--- src/rtl/slice_merge_pkg.sv ---
// Shared encodings and constants for the slice-merge register.
package slice_merge_pkg;

   typedef enum logic [1:0] {
      CNT_HOLD = 2'b00,
      CNT_INC  = 2'b01,
      CNT_DEC  = 2'b10,
      CNT_ROL  = 2'b11
   } cnt_mode_e;

   localparam int WR_COUNT_W = 16;
   localparam logic [WR_COUNT_W-1:0] WR_COUNT_MAX = '1;

endpackage

--- src/rtl/slice_merge_reg_mask_gen.sv ---
// One write channel: turns base/dir/data into a register-wide bit mask,
// the data aligned under that mask, and a flag for any bit that falls off either end.
module slice_mask_gen #(
   parameter int WIDTH  = 32,
   parameter int SLICEW = 4,
   parameter int CTRLW  = 5
) (
   input  logic [CTRLW-1:0]  base,
   input  logic              dir,
   input  logic [SLICEW-1:0] data,
   output logic [WIDTH-1:0]  mask,
   output logic [WIDTH-1:0]  aligned,
   output logic              oob
);

   localparam logic [WIDTH-1:0] ONES = WIDTH'({SLICEW{1'b1}});

   logic [WIDTH-1:0] data_ext;
   int               lo;

   assign data_ext = WIDTH'(data);

   // Both directions reduce to a slice starting at bit lo; lo may be negative
   // (descending underflow) and shifting past either end drops the bits.
   always_comb begin
      lo      = dir ? int'(base) - (SLICEW - 1) : int'(base);
      mask    = '0;
      aligned = '0;
      if (lo >= 0) begin
         mask    = ONES << lo;
         aligned = data_ext << lo;
      end else begin
         mask    = ONES >> (-lo);
         aligned = data_ext >> (-lo);
      end
      oob = (lo < 0) || (lo + SLICEW > WIDTH);
   end

endmodule

--- src/rtl/slice_merge_reg.sv ---
// Counting data register with NCH slice-write channels overlaid on the count result;
// the highest-numbered channel wins overlapping bits.
module slice_merge_reg
   import slice_merge_pkg::*;
#(
   parameter int               WIDTH     = 32,
   parameter int               SLICEW    = 4,
   parameter int               NCH       = 2,
   parameter int               CTRLW     = $clog2(WIDTH),
   parameter logic [WIDTH-1:0] RESET_VAL = '0
) (
   input  logic                    clk,
   input  logic                    rst,
   input  logic [1:0]              cnt_mode,
   input  logic                    freeze,
   input  logic [NCH-1:0]          wr_valid,
   output logic [NCH-1:0]          wr_ready,
   input  logic [NCH-1:0]          wr_dir,
   input  logic [NCH*CTRLW-1:0]    wr_base,
   input  logic [NCH*SLICEW-1:0]   wr_data,
   output logic [WIDTH-1:0]        dout,
   output logic [WR_COUNT_W-1:0]   wr_count,
   output logic                    oob_err,
   output logic [NCH-1:0]          oob_chan
);

   logic [WIDTH-1:0]      mask    [NCH];
   logic [WIDTH-1:0]      aligned [NCH];
   logic [WIDTH-1:0]      stage   [NCH+1];
   logic [NCH-1:0]        oob;
   logic [NCH-1:0]        accept;
   logic [NCH-1:0]        oob_hit;
   logic [WIDTH-1:0]      counted;
   logic [WR_COUNT_W:0]   count_sum;
   logic [WR_COUNT_W-1:0] count_next;

   assign wr_ready = {NCH{~freeze}};
   assign accept   = wr_valid & wr_ready;
   assign oob_hit  = accept & oob;

   always_comb begin
      case (cnt_mode_e'(cnt_mode))
         CNT_INC: counted = dout + WIDTH'(1);
         CNT_DEC: counted = dout - WIDTH'(1);
         CNT_ROL: counted = {dout[WIDTH-2:0], dout[WIDTH-1]};
         default: counted = dout;
      endcase
   end

   // Overlay chain: later stages (higher channels) overwrite earlier ones bit by bit.
   assign stage[0] = counted;

   generate
      for (genvar gi = 0; gi < NCH; gi++) begin : g_chan
         slice_mask_gen #(
            .WIDTH  (WIDTH),
            .SLICEW (SLICEW),
            .CTRLW  (CTRLW)
         ) u_mask_gen (
            .base    (wr_base[gi*CTRLW +: CTRLW]),
            .dir     (wr_dir[gi]),
            .data    (wr_data[gi*SLICEW +: SLICEW]),
            .mask    (mask[gi]),
            .aligned (aligned[gi]),
            .oob     (oob[gi])
         );

         assign stage[gi+1] = accept[gi] ? ((stage[gi] & ~mask[gi]) | (aligned[gi] & mask[gi]))
                                         : stage[gi];
      end
   endgenerate

   always_comb begin
      count_sum  = {1'b0, wr_count} + (WR_COUNT_W+1)'($countones(accept));
      count_next = count_sum[WR_COUNT_W] ? WR_COUNT_MAX : count_sum[WR_COUNT_W-1:0];
   end

   always_ff @(posedge clk or posedge rst) begin
      if (rst) begin
         dout     <= RESET_VAL;
         wr_count <= '0;
         oob_err  <= 1'b0;
         oob_chan <= '0;
      end else if (!freeze) begin
         dout     <= stage[NCH];
         wr_count <= count_next;
         oob_chan <= oob_chan | oob_hit;
         oob_err  <= oob_err | (|oob_hit);
      end
   end

endmodule

--- config.mk ---
export PLATFORM = sky130hd
export DESIGN_NAME = slice_merge_reg
export DESIGN_NICKNAME = d
export VERILOG_FILES = /design/src/rtl/slice_merge_pkg.sv /design/src/rtl/slice_merge_reg_mask_gen.sv /design/src/rtl/slice_merge_reg.sv
export SDC_FILE = /design/constraint.sdc
export NUM_CORES = 1
export LEC_CHECK = 0
export BUFFER_PORTS_ARGS = -buffer_cell sky130_fd_sc_hd__buf_2
export CORE_MARGIN = 4
export CORE_UTILIZATION = 50
export CTS_BUF_LIST = sky130_fd_sc_hd__clkbuf_4
export CTS_CLUSTER_DIAMETER = 60
export DETAILED_ROUTE_END_ITERATION = 16
export MAX_ROUTING_LAYER = met4
export PLACE_DENSITY = 0.82
export SYNTH_ARGS = -nofsm -noshare
export SYNTH_HDL_FRONTEND = slang
export SYNTH_SLANG_ARGS = --single-unit
--- constraint.sdc ---
create_clock -name clk -period 8.7 [get_ports clk]
set_input_delay 1.305 -clock clk [delete_from_list [all_inputs] [get_ports clk]]
set_output_delay 1.305 -clock clk [all_outputs]
set_load 0.01 [all_outputs]
==> results of run 1 <==
cells in the mapped netlist, types with 17 or more instances:
cell type	count
clkbuf_1	34
nor2_1	82
o21ai_0	58
nand3_1	40
inv_1	22
a31oi_1	18
nand2_1	141
xor2_1	17
o22ai_1	19
a21oi_1	75
nor3_1	28
ha_1	62
xnor2_1	20
a221oi_1	17
dfrtp_1	51
power groups by stage:
stage               clock, mW  sequential [mW]  combinational (mW)
floorplan                   0            0.391               0.599
global placement            0            0.399               0.857
detailed placement          0            0.399               0.865
CTS                     0.130            0.394               0.872
global route            0.141            0.406               0.974
finish                  0.129            0.400               0.890
kinds of logic (layout without fill, tap and decap cells):
logic type	count (synthesis)	count (layout)	synth area share
compound gates	350	350	0.327
xor+xnor	39	39	0.0479
fa+ha+maj	64	64	0.110
buf+inv	77	129	0.0415
flops	51	51	0.171
mux	28	28	0.0397
simple gates	401	401	0.263
per-layer routing:
layer	vias up	part of all wire
met5	-	0
met4	0	0.034
met3	82	0.12
met2	530	0.44
met1	3970	0.41
li1	3986	-
cell type report:
| class | count | area [µm²] | share of cell area |
|---|---|---|---|
| flip-flops and latches | 51 | 1280 | 0.159 |
| multi-input cells | 882 | 5860 | 0.730 |
| inverters | 30 | 113 | 0.0140 |
| clock buffers | 5 | 37.5 | 0.00467 |
| repair buffers | 91 | 485 | 0.0604 |
| clock inverters | 3 | 28.8 | 0.00358 |
| well taps | 184 | 230 | 0.0287 |
per-stage QoR:
step | instances | util | total power, mW | instance area (µm²)
floorplan | 1010 | - | 0.990 | 7450
global placement | 1238 | 0.548 | 1.26 | 7970
detailed placement | 1238 | 0.548 | 1.26 | 7970
CTS | 1246 | 0.553 | 1.40 | 8030
global route | 1246 | 0.553 | 1.52 | 8030
finish | 1246 | 0.553 | 1.42 | 8030
how the worst min path moves through the flow:
stage / cells after the start / endpoint / from / slack, ns
after floorplan: 1 / oob_chan[0] / oob_chan[0] / 0.50
after global placement: 1 / oob_chan[1] / oob_chan[1] / 0.45
after detailed placement: 1 / oob_chan[0] / oob_chan[0] / 0.45
after CTS: 1 / oob_chan[0] / oob_chan[0] / 0.49
after global routing: 1 / oob_chan[0] / oob_chan[0] / 0.51
final: 1 / oob_chan[1] / oob_chan[1] / 0.49
sequential cells by signal (all words and copies together) (netlist names):
| signal | flops |
|---|---|
| dout | 32 |
| oob_err | 1 |
| oob_chan | 2 |
| wr_count | 16 |
==> results by group, run 1 <==
Yosys
  • Avg Cell Area, Syn: 7.37 µm²
  • Share of synthesized registers carrying an async set or reset: 1.00
  • Register area share after synthesis: 0.171
  • Synth warnings: 0
  • Syn Inst Count: about 1000
  • Mapped cell area: approximately 0.0074 mm²
  • Number of synthesized flops with an enable pin: 0
  • Dominant synthesized flop cell: dfrtp_1
  • Top cell type by total area after synthesis: dfrtp_1
  • Largest cells by area after synthesis: dfrtp_1 (17%), ha_1 (10%), nand2_1 (7.1%)
  • Distinct cells, synth: slightly above 80
  • #FFs+latches synth: 51
  • Area fraction of the dominant cell type after synthesis: 0.171
  • Syn Nets: about 1100

Pwr
  • Clock power frac: 0.091
  • P_leak: approximately 3.4 nW
  • Switching Fraction: 0.523
  • Seq pwr share: 0.282
  • Internal power: between 600 and 700 µW
  • P_sw: ~740 µW
  • Peak supply drop: around 150 µV
  • Logic gate share of total power: 0.627
  • PwrDens: between 150 and 200 mW/mm²

Clocking
  • Maximum buffer depth of the clock tree: 2
  • CTS tree: done
  • Setup bufs post-CTS: 0
  • Clock Latency Late Sink: just over 0.4 ns
  • H-tree Lvls: 2
  • Post-CTS Resized: 0
  • Clock root cell: clkbuf_4
  • Num CTS Buffers: 5
  • Hold buffer count at cts: 0
  • Clock Sink Count: ~50
  • Clk pin slew, worst setup/hold paths: 0.17 ns

GRT
  • Met2 Use GR: 0.462
  • Largest net degree at the start of global routing: 57
  • Total congestion overflow: 0
  • All-Layer GR Usage: 0.306
  • GRT Max-Usage Layer: met2
  • Vias in the first global route: 7758
  • Grt met1 use: 0.412
  • Initial antenna violation count: 0
  • First-pass GRT wire length: 41000 µm
  • GR Util met3: 0.0634

Layout
  • Layout cells sized above 1: 0.128
  • Post-layout nets: ~1200
  • Layout fillers: between 1000 and 1500
  • ANT cells: 0
  • Area delta synth->final: 7.86%
  • Most frequent cells in the layout: nand2_1 (141), nor2_1 (82), buf_2 (79), a21oi_1 (75), ha_1 (62)
  • Commonest non-fill, non-tap cell in the layout: nand2_1

Timing
  • Setup WS post-layout: 4.20 ns
  • Worst-Margin Slew: 1.09 ns
  • Crit share post-route: 0.517
  • Slew headroom: 0.267
  • Highest Clock Rate: 222 MHz
  • Setup Skew: between 0.02 and 0.025 ns
  • Tmin final: 4.50 ns
  • Setup TNS: 0 ns
  • RSZ-0062 raised after global routing: no
  • Final setup violation count: 0
  • Final Hold Vio Count: 0
  • Max-slew violations: 0
  • Fin Hold WS: approximately 0.49 ns

Outcome
  • Status: completed

Worst setup path
  • Crit-path slowest cell: o21ai_0
  • CP startpoint: wr_base[7]
  • Setup CP Type: primary input to flop
  • Worst R2R Start: dout[0]
  • Worst-path fanout max: 11
  • Worst setup SP type: primary input
  • Crit path capture: dout[3]
  • Buf/Inv on CP: 1
  • Register-to-Register Setup Slack: between 5 and 6 ns
  • Crit path top cell by count: nand2_1
  • Worst Path Required: 9.00 ns
  • CP delay by family, top: simple AND/OR/NAND/NOR gates
  • Reg2reg end: dout[24]
  • Critical path arrival: about 4.8 ns
  • Levels on crit path: 13
  • Setup crit end kind: flop
  • Worst r2r path cells: 9
  • CP max stage delay: about 0.48 ns
  • Critical path cell sequence: buf_2, nand2b_1, o21ai_0, nand2_1, nor2_2, nand2_1, ha_1, nand4b_1, nor4_1, o2111ai_2, o41ai_2, a2111oi_0, a221oi_1

Die
  • Starting Density: 0.512
  • Die Footprint: between 0.015 and 0.02 mm²
  • Boundary pin count: 80
  • Core footprint: 0.0145 mm²
  • Rows: 44
  • Die width: between 100 and 150 µm
  • Die Y: about 130 µm

Min path
  • Hold Crit Class: flop to flop

Place
  • GPL Wtd Cong: 1.04
  • Placed wire-length estimate: roughly 19000 µm
  • Port-buffer cells: between 70 and 80
  • Worst slack at placement: roughly 3.8 ns

Drt
  • Initial drt markers: 1068
  • TritonRoute pass-1 iters: 8
  • Final wirelength: around 26000 µm
  • ANT nets after route: 0
  • Vias: roughly 8600
  • Via density: slightly below 7
  • Number of remaining DRC errors: 0
  • DR WL/cell: ~21 µm

Job
  • Max Cap Viol: 0
Note: power is estimated with default switching activity, not from simulation.
==> run 2, diff against run 1 <==
==> constraint.sdc (replaced) <==
create_clock -name clk -period 4.65 [get_ports clk]
set_input_delay 0.6975 -clock clk [delete_from_list [all_inputs] [get_ports clk]]
set_output_delay 0.6975 -clock clk [all_outputs]
set_load 0.01 [all_outputs]
==> results by group, run 2 (same netlist as run 1, synthesis figures left out) <==
Outcome
  • Status: completed

GRT
  • Initial antenna violation count: 0
  • GR Util met3: 0.0565
  • GRT Max-Usage Layer: met2
  • First-pass GRT wire length: between 40000 and 50000 µm
  • Largest net degree at the start of global routing: 56
  • Total congestion overflow: 0
  • Grt met1 use: 0.434
  • Vias in the first global route: ~7800
  • All-Layer GR Usage: 0.316
  • Met2 Use GR: 0.470

Place
  • Placed wire-length estimate: between 20000 and 25000 µm
  • GPL Wtd Cong: a little over 1
  • Placed cells: ~1200
  • Port-buffer cells: about 80

Timing
  • Worst-Margin Slew: 1.06 ns
  • Final Hold Vio Count: 0
  • RSZ-0062 raised after global routing: no
  • Max-slew violations: 0
  • Tmin final: roughly 3.7 ns
  • Setup TNS: 0 ns
  • Highest Clock Rate: 270 MHz
  • Fin Hold WS: about 0.44 ns
  • Setup Skew: between 0.02 and 0.03 ns
  • Slew headroom: 0.282
  • Crit share post-route: 0.797
  • Final setup violation count: 0

Pwr
  • PwrDens: approximately 340 mW/mm²
  • P_leak: 3.46 nW
  • Peak supply drop: 218 µV
  • Tot Pwr: approximately 2.7 mW

Clocking
  • Post-CTS Resized: 0
  • Maximum buffer depth of the clock tree: 2
  • Num CTS Buffers: 5
  • Clock root cell: clkbuf_4
  • Clock Latency Late Sink: 0.42 ns
  • Clock Sink Count: a little over 50
  • Hold buffer count at cts: 0
  • Setup bufs post-CTS: 0
  • H-tree Lvls: 2
  • CTS tree: done
  • Clk pin slew, worst setup/hold paths: 0.19 ns

Worst setup path
  • Setup CP Type: primary input to flop
  • Worst r2r path cells: 9
  • Worst R2R Start: dout[0]
  • Worst setup SP type: primary input
  • Worst-path fanout max: 9
  • Crit-path slowest cell: xnor2_1
  • CP max stage delay: around 0.36 ns
  • Buf/Inv on CP: 1
  • Worst Path Required: slightly below 5 ns
  • Register-to-Register Setup Slack: about 1.3 ns
  • Critical path cell sequence: buf_2, ha_1, nor4b_4, xnor2_1, nand3_1, nor2_1, nand2_1, ha_1, nand4b_1, nor4_1, o2111ai_2, o41ai_2, a2111oi_0, a221oi_1
  • Reg2reg end: dout[24]
  • Setup crit end kind: flop
  • CP delay by family, top: simple AND/OR/NAND/NOR gates
  • Critical path arrival: ~4.0 ns
  • Crit path top cell by count: ha_1

Die
  • Boundary pin count: 80
  • Core footprint: between 0.01 and 0.015 mm²
  • Die width: 130 µm
  • Die Y: roughly 130 µm
  • Starting Density: 0.512
  • Die Footprint: roughly 0.017 mm²
  • Rows: between 40 and 50

Layout
  • Most frequent cells in the layout: nand2_1 (141), nor2_1 (82), buf_2 (79), a21oi_1 (75), ha_1 (62)
  • Most flop-heavy register: dout
  • Final Non-Filler Cells: about 1300
  • Area delta synth->final: 9.07%
  • Top flop regs: dout: 32 flops, wr_count: 16 flops, oob_chan: 2 flops
  • Layout cells sized above 1: 0.136
  • ANT cells: 0
  • Commonest non-fill, non-tap cell in the layout: nand2_1
  • Number of flip-flops in the largest register: 32
  • Post-route core utilization: 0.559
  • Post-layout nets: between 1000 and 1500

Drt
  • Via density: 6.86
  • TritonRoute pass-1 iters: 7
  • Vias: around 8600
  • Number of remaining DRC errors: 0
  • ANT nets after route: 0
  • DR WL/cell: 21.0 µm
  • Initial drt markers: roughly 1100
  • Final wirelength: ~26000 µm

Job
  • Max Cap Viol: 0

Min path
  • Hold Crit Class: primary input to asynchronous set/reset pin
## run 2: cell types whose count changed in the layout (fill, tap and decap cells not counted)
cell       change
buf_4         +10
bufinv_16      +1
clkinv_2       +1
clkinv_4       -1
inv_8          -1
## run 2: power by group
part           switching (mW)  internal [mW]
Sequential              0.200          0.552
Clock                   0.169          0.113
Combinational            1.04          0.660
Total                    1.41           1.33
## run 2: through the flow
step,setup WS [ns],instance area (µm²)
4_1_cts,0.981,8120
5_1_grt,0.580,8120
3_5_place_dp,0.564,8040
6_report,0.942,8120
2_1_floorplan,0.729,7450
3_3_place_gp,0.689,8040
## run 2: worst max-delay path by stage
| stage | cells after the start | start | end | slack, ns |
|---|---|---|---|---|
| after floorplan | 11 | cnt_mode[0] | dout[24] | 0.73 |
| after global placement | 13 | cnt_mode[0] | dout[24] | 0.69 |
| after detailed placement | 14 | wr_base[5] | dout[3] | 0.56 |
| after CTS | 14 | wr_base[5] | dout[3] | 0.98 |
| after global routing | 14 | wr_base[5] | dout[3] | 0.58 |
| final | 14 | wr_base[5] | dout[3] | 0.94 |
## run 2: worst min-delay path: stages
cell and delay, ns:
buf_2 0.10, inv_2 0.03, buf_4 0.55
## run 2: final cells by class
| cell class | count | area, µm² |
|---|---|---|
| Sequential cell | 51 | 1280 |
| Fill cell | 1374 | 6410 |
| Clock inverter | 3 | 43.8 |
| Timing Repair Buffer | 101 | 561 |
| Tap cell | 184 | 230 |
| Clock buffer | 5 | 37.5 |
| Multi-Input combinational cell | 882 | 5860 |
| Inverter | 30 | 113 |
## run 2: routing by layer
layer / vias to the layer above / wire length [µm]
li1: 3997 / -
met2: 535 / 11400
met5: - / 0
met3: 88 / 2950
met1: 4000 / 11000
met4: 0 / 1050
